`src/rtl/hilo_pkg.sv`:
```
// Shared types and defaults for the HI/LO multiply sequencer.
// Used by hilo_ctrl and hilo_regs.
package hilo_pkg;

  localparam int HILO_TIMEOUT_DEFAULT = 40;
  localparam int HILO_GUARD_DEFAULT   = 2;
  localparam int HILO_CNT_W           = 6;

  typedef logic [HILO_CNT_W-1:0] hilo_cnt_t;

  typedef enum logic [1:0] {
    ST_IDLE = 2'd0,
    ST_RUN  = 2'd1,
    ST_HOLD = 2'd2
  } hilo_state_e;

endpackage

```
`src/rtl/hilo_regs.sv`:
```
// Architectural HI/LO registers: product capture plus optional mthi/mtlo
// write port (present only when HILO_MTHILO_EN is defined).
module hilo_regs
  import hilo_pkg::*;
(
  input  logic        clock,
  input  logic        reset,
  input  logic        capture,
  input  logic [31:0] cap_hi,
  input  logic [31:0] cap_lo,
`ifdef HILO_MTHILO_EN
  input  logic        hi_we,
  input  logic        lo_we,
  input  logic [31:0] wr_data,
`endif
  output logic [31:0] hi_out,
  output logic [31:0] lo_out
);

  logic [31:0] hi_q, hi_d;
  logic [31:0] lo_q, lo_d;

  // Capture and register writes are mutually exclusive by construction
  // (capture only in RUN, writes only in IDLE), so priority is immaterial.
  always_comb begin
    hi_d = hi_q;
    lo_d = lo_q;
    if (capture) begin
      hi_d = cap_hi;
      lo_d = cap_lo;
    end
`ifdef HILO_MTHILO_EN
    else begin
      if (hi_we) hi_d = wr_data;
      if (lo_we) lo_d = wr_data;
    end
`endif
  end

  always_ff @(posedge clock) begin
    if (reset) begin
      hi_q <= '0;
      lo_q <= '0;
    end else begin
      hi_q <= hi_d;
      lo_q <= lo_d;
    end
  end

  assign hi_out = hi_q;
  assign lo_out = lo_q;

endmodule

```
`src/rtl/hilo_ctrl.sv`:
```
// Multiply sequencer (IDLE/RUN/HOLD) driving the Booth multiplier enable and
// capturing its product into HI/LO. Optional mthi/mtlo port: HILO_MTHILO_EN.
module hilo_ctrl
  import hilo_pkg::*;
#(
  parameter int TIMEOUT_CYCLES = HILO_TIMEOUT_DEFAULT,
  parameter int GUARD_CYCLES   = HILO_GUARD_DEFAULT
) (
  input  logic        clock,
  input  logic        reset,
  input  logic        Start,
  input  logic        MultDone,
  input  logic [31:0] MultHIOut,
  input  logic [31:0] MultLOOut,
`ifdef HILO_MTHILO_EN
  input  logic        HIWrite,
  input  logic        LOWrite,
  input  logic [31:0] WriteData,
`endif
  output logic        MultCtrl,
  output logic        Busy,
  output logic        Done,
  output logic        Timeout,
  output logic [31:0] HIOut,
  output logic [31:0] LOOut
);

  localparam hilo_cnt_t GUARD_C   = hilo_cnt_t'(GUARD_CYCLES);
  localparam hilo_cnt_t TIMEOUT_C = hilo_cnt_t'(TIMEOUT_CYCLES);
  localparam hilo_cnt_t CNT_MAX   = '1;

  hilo_state_e state_q, state_d;
  hilo_cnt_t   cnt_q, cnt_d;
  logic        timeout_q, timeout_d;
  logic        valid_done;
  logic        timeout_hit;

  // A MultDone still high from the previous operation is only cleared by the
  // multiplier's init cycle, so it is ignored for the first GUARD_CYCLES.
  assign valid_done  = (state_q == ST_RUN) && MultDone && (cnt_q >= GUARD_C);
  assign timeout_hit = (state_q == ST_RUN) && !valid_done && (cnt_q >= TIMEOUT_C);

  always_comb begin
    state_d   = state_q;
    cnt_d     = cnt_q;
    timeout_d = timeout_q;
    case (state_q)
      ST_IDLE: begin
        if (Start) begin
          state_d   = ST_RUN;
          cnt_d     = '0;
          timeout_d = 1'b0;
        end
      end
      ST_RUN: begin
        cnt_d = (cnt_q == CNT_MAX) ? cnt_q : cnt_q + hilo_cnt_t'(1);
        if (valid_done) begin
          state_d = ST_HOLD;
        end else if (timeout_hit) begin
          state_d   = ST_HOLD;
          timeout_d = 1'b1;
        end
      end
      ST_HOLD: state_d = ST_IDLE;
      default: state_d = ST_IDLE;
    endcase
  end

  always_ff @(posedge clock) begin
    if (reset) begin
      state_q   <= ST_IDLE;
      cnt_q     <= '0;
      timeout_q <= 1'b0;
    end else begin
      state_q   <= state_d;
      cnt_q     <= cnt_d;
      timeout_q <= timeout_d;
    end
  end

  // HOLD is the one-cycle low gap on MultCtrl that re-arms the multiplier.
  assign MultCtrl = (state_q == ST_RUN);
  assign Busy     = (state_q == ST_RUN) || (state_q == ST_HOLD);
  assign Done     = (state_q == ST_HOLD) && !timeout_q;
  assign Timeout  = timeout_q;

`ifdef HILO_MTHILO_EN
  logic hi_we;
  logic lo_we;
  assign hi_we = HIWrite && (state_q == ST_IDLE);
  assign lo_we = LOWrite && (state_q == ST_IDLE);
`endif

  hilo_regs u_regs (
    .clock   (clock),
    .reset   (reset),
    .capture (valid_done),
    .cap_hi  (MultHIOut),
    .cap_lo  (MultLOOut),
`ifdef HILO_MTHILO_EN
    .hi_we   (hi_we),
    .lo_we   (lo_we),
    .wr_data (WriteData),
`endif
    .hi_out  (HIOut),
    .lo_out  (LOOut)
  );

endmodule

```
`config.mk`:
```
export PLATFORM = sky130hd
export DESIGN_NAME = hilo_ctrl
export DESIGN_NICKNAME = d
export VERILOG_FILES = /design/src/rtl/hilo_pkg.sv /design/src/rtl/hilo_regs.sv /design/src/rtl/hilo_ctrl.sv
export SDC_FILE = /design/constraint.sdc
export NUM_CORES = 1
export LEC_CHECK = 0
export CAP_MARGIN = 20
export CORE_MARGIN = 3
export CORE_UTILIZATION = 35
export DETAILED_ROUTE_END_ITERATION = 6
export GPL_ROUTABILITY_DRIVEN = 0
export HOLD_SLACK_MARGIN = 0.03
export PLACE_DENSITY = 0.71
export SLEW_MARGIN = 5
export SYNTH_ARGS = -nofsm -noshare
export SYNTH_HDL_FRONTEND = slang
export SYNTH_SLANG_ARGS = --single-unit
```
`constraint.sdc`:
```
create_clock -name clock -period 1.92 [get_ports clock]
set_input_delay 0.576 -clock clock [delete_from_list [all_inputs] [get_ports clock]]
set_output_delay 0.576 -clock clock [all_outputs]
set_load 0.1 [all_outputs]
```
==> metrics.md, run 1 <==
| Metric | Value |
|---|---|
| Synth cell count leaders | nand2_1, dfxtp_1, a21oi_1, clkbuf_1, buf_2 |
| Pleak | 1.84 nW |
| Die span in x | 95.1 µm |
| Arrival @ worst endpoint | 1.27 ns |
| # diodes | 0 |
| Synth top area cells | dfxtp_1, nand2_1, a21oi_1 |
| Area share of the largest cell type after synthesis | 52.5% |
| Vias in the first global route | 2584 |
| Largest net degree at the start of global routing | 42 |
| Slew HR | 71.4% |
| Peak Freq | 0.543 GHz |
| Mapped Cells | 340 |
| Clock transition at the registers of the reported paths | 0.07 ns |
| Syn-to-layout area delta | 85.1% |
| Synth async-reset ratio | 0% |
| Worst Max-Slew Pin Slew | 0.429 ns |
| Initial Util | 37.2% |
| Initial antenna violation count | 0 |
| Clock root cell | clkbuf_8 |
| Total power | 3.34 mW |
| Most frequent cell after synthesis | nand2_1 |
| Post-route design area | 0.00515 mm² |
| Core area | 0.00749 mm² |
| Final non-filler cell total | 580 |
| TritonCTS Buffers | 9 |
| Worst-case clock skew | 0.00811 ns |
| Final hold slack | 0.489 ns |
| Avg Synthesized Cell Area | 8.18 µm² |
| Clk sinks | 73 |
| Die Ht | 95.1 µm |
| Reg-to-reg endpoint | u_regs.lo_out[19] |
| Synth warn | 0 |
| Count of different cell masters after synthesis | 31 |
| Post-CTS Hold Buffers | 0 |
| Share of post-route cells with drive strength above 1 | 21.6% |
| Multi-input logic area | 0.00121 mm² |
| Min cycle time layout | 1.84 ns |
| Post-Syn Area | 0.00278 mm² |
| Max-slew violation count | 0 |
| Deepest clock path buffer count | 2 |
| Main synth FF type | dfxtp_1 |
| Setup ws final | 0.0774 ns |
| Outcome | finished, final reports clean |
| Reg2Reg Launch Point | cnt_q[0] |
| Gr ovfl total | 0 |
| Full die area | 0.00905 mm² |
| Sequential area share after synthesis | 52.5% |
| Hold path endpoint | u_regs.lo_out[10] |
| Initial detailed-routing violation count | 58 |
| Sequential cell area | 0.00146 mm² |
| Post-synthesis register bit count | 73 |
| Critical path class | flip-flop to output pin |
| Post-route core utilization | 68.8% |
| IO Port Bufs | 135 |
| # setup viols final | 0 |
| R2R cell count | 7 |
| Hold WC Path Type | flip-flop to flip-flop |
| Routed Antenna Nets | 0 |
| Placed insts | 565 |
| Nets@finish | 551 |
| Max IR drop VDD | 0.427 mV |
| PD cells | 649 mW/mm² |
| Mean number of vias per cell | 4.71 |
| RSZ-0062 raised after global routing | no |
| Final hold vios | 0 |
| CP required | 1.34 ns |
| CP startpoint kind | flip-flop |
| Drt first pass iters | 4 |
| First-pass GRT wire length | 12300 µm |
| Syn nets | 414 |
| Filler instances | 572 |
| DRC viols | 0 |
| HP Start | u_regs.lo_out[10] |
| I/O Pins | 136 |
| Leading area contributor after synthesis | dfxtp_1 |
| Number of flops mapped to enable cells by yosys | 0 |
| WL per Instance | 13.5 µm |
| Placed Area | 0.00496 mm² |
| CP endpoint kind | output pin |
| CTS tree | yes |
| DP HPWL | 5720 µm |
| Worst skew pair latency | 0.32 ns |
| Vias | 2733 |
| Row cnt | 31 |
| Pre-CTS WS | -0.0591 ns |
| H-tree depth | 3 |
| Critical path peak fanout | 9 |
| Maxcap violations | 0 |
| Total track usage | 17.4% |
| Routed wire length | 7800 µm |
| Period utilization | 96.0% |
| R2R setup slack | 0.21 ns |
| Hold path depth | 2 |
| Setup_tns | 0 ns |
per-layer routing:
layer  share of wire, %  GRT usage, %  vias up
met4               0.99          6.49        0
met5                  0             0        -
met3                9.6          6.24        6
met2                 50          30.2       96
li1                   -             -     1381
met1                 39          19.3     1250
sequential cells by signal, summed over array words and instances (netlist names):
register / cells
cnt_q: 6
Timeout: 1
u_regs.hi_out: 32
u_regs.lo_out: 32
state_q: 2
area by class of cell:
type,count,share of cell area [%]
multi-input cells,242,23.6
well taps,99,2.41
inverters,4,0.292
repair buffers,147,41.8
clock buffers,12,3.21
clock inverters,3,0.292
flip-flops and latches,73,28.4
cell families after synthesis:
logic type	count (synthesis)	share of synthesized area [%]
flip-flops	73	52.5
AO/OA/AOI/OAI	80	15.4
multiplexers	3	1.26
adder cells (fa/ha/maj)	6	2.70
buffers and inverters	25	5.31
AND/OR/NAND/NOR	150	21.9
XOR/XNOR	3	0.945
critical path, stage by stage, from the launching register on:
cell and delay (ns):
dfxtp_1 0.32, inv_1 0.18, ha_4 0.25, buf_12 0.19
repair_timing:
action                                  in CTS  in global routing
endpoints found under the setup margin       0                  1
buffers inserted                             0                  0
hold endpoints to repair                     0                  0
resized for setup                            0                  1
cells in the final DEF, fill, tap and decap left out, drive strengths merged:
| master | Yosys | routed |
|---|---|---|
| nand2 | 132 | 132 |
| buf | 13 | 81 |
| dfxtp | 73 | 73 |
| a21oi | 69 | 69 |
| clkdlybuf4s50 | 0 | 66 |
| clkbuf | 8 | 12 |
| nor2 | 6 | 6 |
| ha | 6 | 6 |
| inv | 4 | 4 |
| clkinv | 0 | 3 |
| o21ai | 3 | 3 |
| nor2b | 3 | 3 |
| nand4 | 2 | 2 |
| xor2 | 2 | 2 |
| nand3 | 2 | 2 |
| mux2i | 2 | 2 |
| a21o | 2 | 2 |
| nor4 | 1 | 1 |
| o21bai | 1 | 1 |
| mux2 | 1 | 1 |
| xnor2 | 1 | 1 |
| a32oi | 1 | 1 |
| a211oi | 1 | 1 |
| and2 | 1 | 1 |
| or3 | 1 | 1 |
| o211ai | 1 | 1 |
| or2b | 1 | 1 |
| o31ai | 1 | 1 |
| or4 | 1 | 1 |
| a31oi | 1 | 1 |
where the power goes:
part	internal [mW]	switching, mW
sequential	1.54	0.0231
clock	0.562	0.535
combinational	0.327	0.356
total	2.43	0.914
worst max path at each step:
stage	startpoint	to	slack, ns	cells past startpoint
floorplan	state_q[1]	cnt_q[5]	0.02	7
global placement	Start	cnt_q[5]	-0.03	5
detailed placement	Start	cnt_q[5]	-0.06	5
CTS	state_q[1]	Busy	0.04	3
global route	state_q[1]	MultCtrl	0.01	3
finish	state_q[1]	MultCtrl	0.08	3
No activity file was read; power rests on OpenSTA's default activity.
==> inputs of run 2 (changes only) <==
PLACE_DENSITY = 0.75   (was 0.71)
==> metrics.md, run 2 (synthesis gave the netlist of run 1 again) <==
| Metric | Value |
|---|---|
| Setup ws final | 0.0746 ns (was 0.0774 ns) |
| Pre-CTS WS | -0.0342 ns (was -0.0591 ns) |
| Post-CTS Hold Buffers | 0 (unchanged) |
| HP Start | u_regs.hi_out[27] (was u_regs.lo_out[10]) |
| Die span in x | 95.1 µm (unchanged) |
| PD cells | 679 mW/mm² (was 649 mW/mm²) |
| Vias in the first global route | 2669 (was 2584) |
| WL per Instance | 13.9 µm (was 13.5 µm) |
| Switching power | 951 µW (was 914 µW) |
| Routed Antenna Nets | 0 (unchanged) |
| Placed Area | 0.00495 mm² (was 0.00496 mm²) |
| Clock transition at the registers of the reported paths | 0.08 ns (was 0.07 ns) |
| Hold path endpoint | u_regs.hi_out[27] (was u_regs.lo_out[10]) |
| Die Ht | 95.1 µm (unchanged) |
| Sequential share of power | 44.4% (was 46.7%) |
| Arrival @ worst endpoint | 1.27 ns (about the same) |
| Int Pwr | 2.56 mW (was 2.43 mW) |
| Initial Util | 37.2% (unchanged) |
| Vias | 2764 (was 2733) |
| Maxcap violations | 0 (unchanged) |
| RSZ-0062 raised after global routing | no (unchanged) |
| Critical path peak fanout | 4 (was 9) |
| Clk sinks | 73 (unchanged) |
| Reg-to-reg endpoint | u_regs.hi_out[23] (was u_regs.lo_out[19]) |
| Period utilization | 96.1% (was 96.0%) |
| # diodes | 0 (unchanged) |
| R2R cell count | 7 (unchanged) |
| Commonest non-fill, non-tap cell in the layout | nand2_1 (unchanged) |
| Post-route design area | 0.00518 mm² (was 0.00515 mm²) |
| Outcome | finished, final reports clean (unchanged) |
| H-tree depth | 3 (unchanged) |
| First-pass GRT wire length | 12700 µm (was 12300 µm) |
| Clock Power Share | 36.4% (was 32.8%) |
| Placed insts | 564 (was 565) |
| CP startpoint kind | flip-flop (unchanged) |
| Final hold slack | 0.492 ns (was 0.489 ns) |
| Mean number of vias per cell | 4.77 (was 4.71) |
| Largest net degree at the start of global routing | 48 (was 42) |
| Hold path depth | 2 (unchanged) |
| Gr ovfl total | 0 (unchanged) |
| CP endpoint kind | output pin (unchanged) |
| CTS resizes | 0 (unchanged) |
| Pleak | 1.85 nW (was 1.84 nW) |
| Worst skew pair latency | 0.34 ns (was 0.32 ns) |
| Nets@finish | 550 (was 551) |
| TritonCTS Buffers | 9 (unchanged) |
| Reg2Reg Launch Point | cnt_q[0] (unchanged) |
| Initial detailed-routing violation count | 92 (was 58) |
| Final non-filler cell total | 580 (unchanged) |
| Clock root cell | clkbuf_8 (unchanged) |
| CP required | 1.34 ns (about the same) |
| Net Sw Frac | 27.1% (was 27.4%) |
| Deepest clock path buffer count | 2 (unchanged) |
| DP HPWL | 5990 µm (was 5720 µm) |
| Final hold vios | 0 (unchanged) |
| Max-slew violation count | 0 (unchanged) |
| Initial antenna violation count | 0 (unchanged) |
| Slowest-stage cell, CP | dfxtp_1 (unchanged) |
| Sequential cell area | 0.00146 mm² (unchanged) |
| Syn-to-layout area delta | 86.1% (was 85.1%) |
| Multi-input logic area | 0.00121 mm² (unchanged) |
| Row cnt | 31 (unchanged) |
| Max IR drop VDD | 0.787 mV (was 0.427 mV) |
| Min cycle time layout | 1.85 ns (was 1.84 ns) |
| Total setup buffers inserted after CTS | 0 (unchanged) |
| Slew HR | 72.6% (was 71.4%) |
| Comb pwr share | 19.2% (was 20.4%) |
| Routed wire length | 8070 µm (was 7800 µm) |
| Peak Freq | 0.542 GHz (was 0.543 GHz) |
| DRC viols | 0 (unchanged) |
| Share of post-route cells with drive strength above 1 | 21.8% (was 21.6%) |
| Filler instances | 573 (was 572) |
| Worst-case clock skew | 0.00940 ns (was 0.00811 ns) |
| Full die area | 0.00905 mm² (unchanged) |
| Worst stage delay on the critical path | 0.34 ns (was 0.32 ns) |
| Core area | 0.00749 mm² (unchanged) |
| Critical path class | flip-flop to output pin (unchanged) |
| Total power | 3.51 mW (was 3.34 mW) |
| R2R setup slack | 0.19 ns (was 0.21 ns) |
| Crit-path cells | inv_1 > ha_4 > buf_12 (unchanged) |
| Total track usage | 18.0% (was 17.4%) |
| Drt first pass iters | 6 (was 4) |
| IO Port Bufs | 135 (unchanged) |
| Hold WC Path Type | flip-flop to flip-flop (unchanged) |
| I/O Pins | 136 (unchanged) |
| # setup viols final | 0 (unchanged) |
| CTS tree | yes (unchanged) |
| Worst Max-Slew Pin Slew | 0.411 ns (was 0.429 ns) |
| Most frequent cells in the layout | nand2_1, dfxtp_1, buf_12 (unchanged) |
==> run 2: changes by cell type in the layout (fill, tap and decap cells not counted) <==
cell and change:
bufinv_16 +1, clkinvlp_4 +2, inv_1 -1, clkinv_2 -2, buf_4 -1, inv_2 +1
==> run 2: per-layer routing <==
| layer | track usage (%) | wire (µm) | up-vias |
|---|---|---|---|
| met2 | 30.5 | 4120 | 99 |
| met5 | 0 | 0 | - |
| met4 | 7.69 | 109 | 0 |
| met1 | 20.1 | 3140 | 1279 |
| met3 | 6.63 | 703 | 10 |
| li1 | - | - | 1376 |
==> run 2: how the worst max path moves through the flow <==
stage	start	endpoint	slack (ns)	depth (start not counted)
floorplan	state_q[1]	cnt_q[5]	0.02	7
global placement	Start	cnt_q[5]	-0.04	5
detailed placement	Start	cnt_q[5]	-0.03	5
CTS	state_q[1]	Busy	0.02	3
global route	state_q[1]	MultCtrl	0.02	3
finish	state_q[1]	Busy	0.07	3
==> run 2: critical path, delay by kind of cell, from the launching register on <==
kind	cells	cell delay [ns]
flops	1	0.34
buf+inv	2	0.28
fa+ha+maj	1	0.30
==> run 2: per-stage QoR <==
stage          TNS [ns]  util (%)
2_1_floorplan         0         -
4_1_cts               0      69.0
6_report              0      69.1
5_1_grt               0      69.1
3_3_place_gp    -0.0370      66.1
3_5_place_dp     -0.213      66.1
==> run 2: cell type report <==
| type | instances | area share [%] |
|---|---|---|
| flip-flops and latches | 73 | 28.2 |
| clock buffers | 12 | 3.19 |
| clock inverters | 4 | 0.967 |
| well taps | 99 | 2.39 |
| multi-input cells | 242 | 23.4 |
| repair buffers | 146 | 41.5 |
| inverters | 4 | 0.290 |
==> run 2: power groups by stage <==
stage               Combinational (mW)  Sequential (mW)  Clock, mW
detailed placement               0.657             1.60          0
finish                           0.674             1.56       1.28
global placement                 0.649             1.59          0
floorplan                        0.283             1.67          0
global route                     0.710             1.56       1.38
CTS                              0.661             1.56       1.32
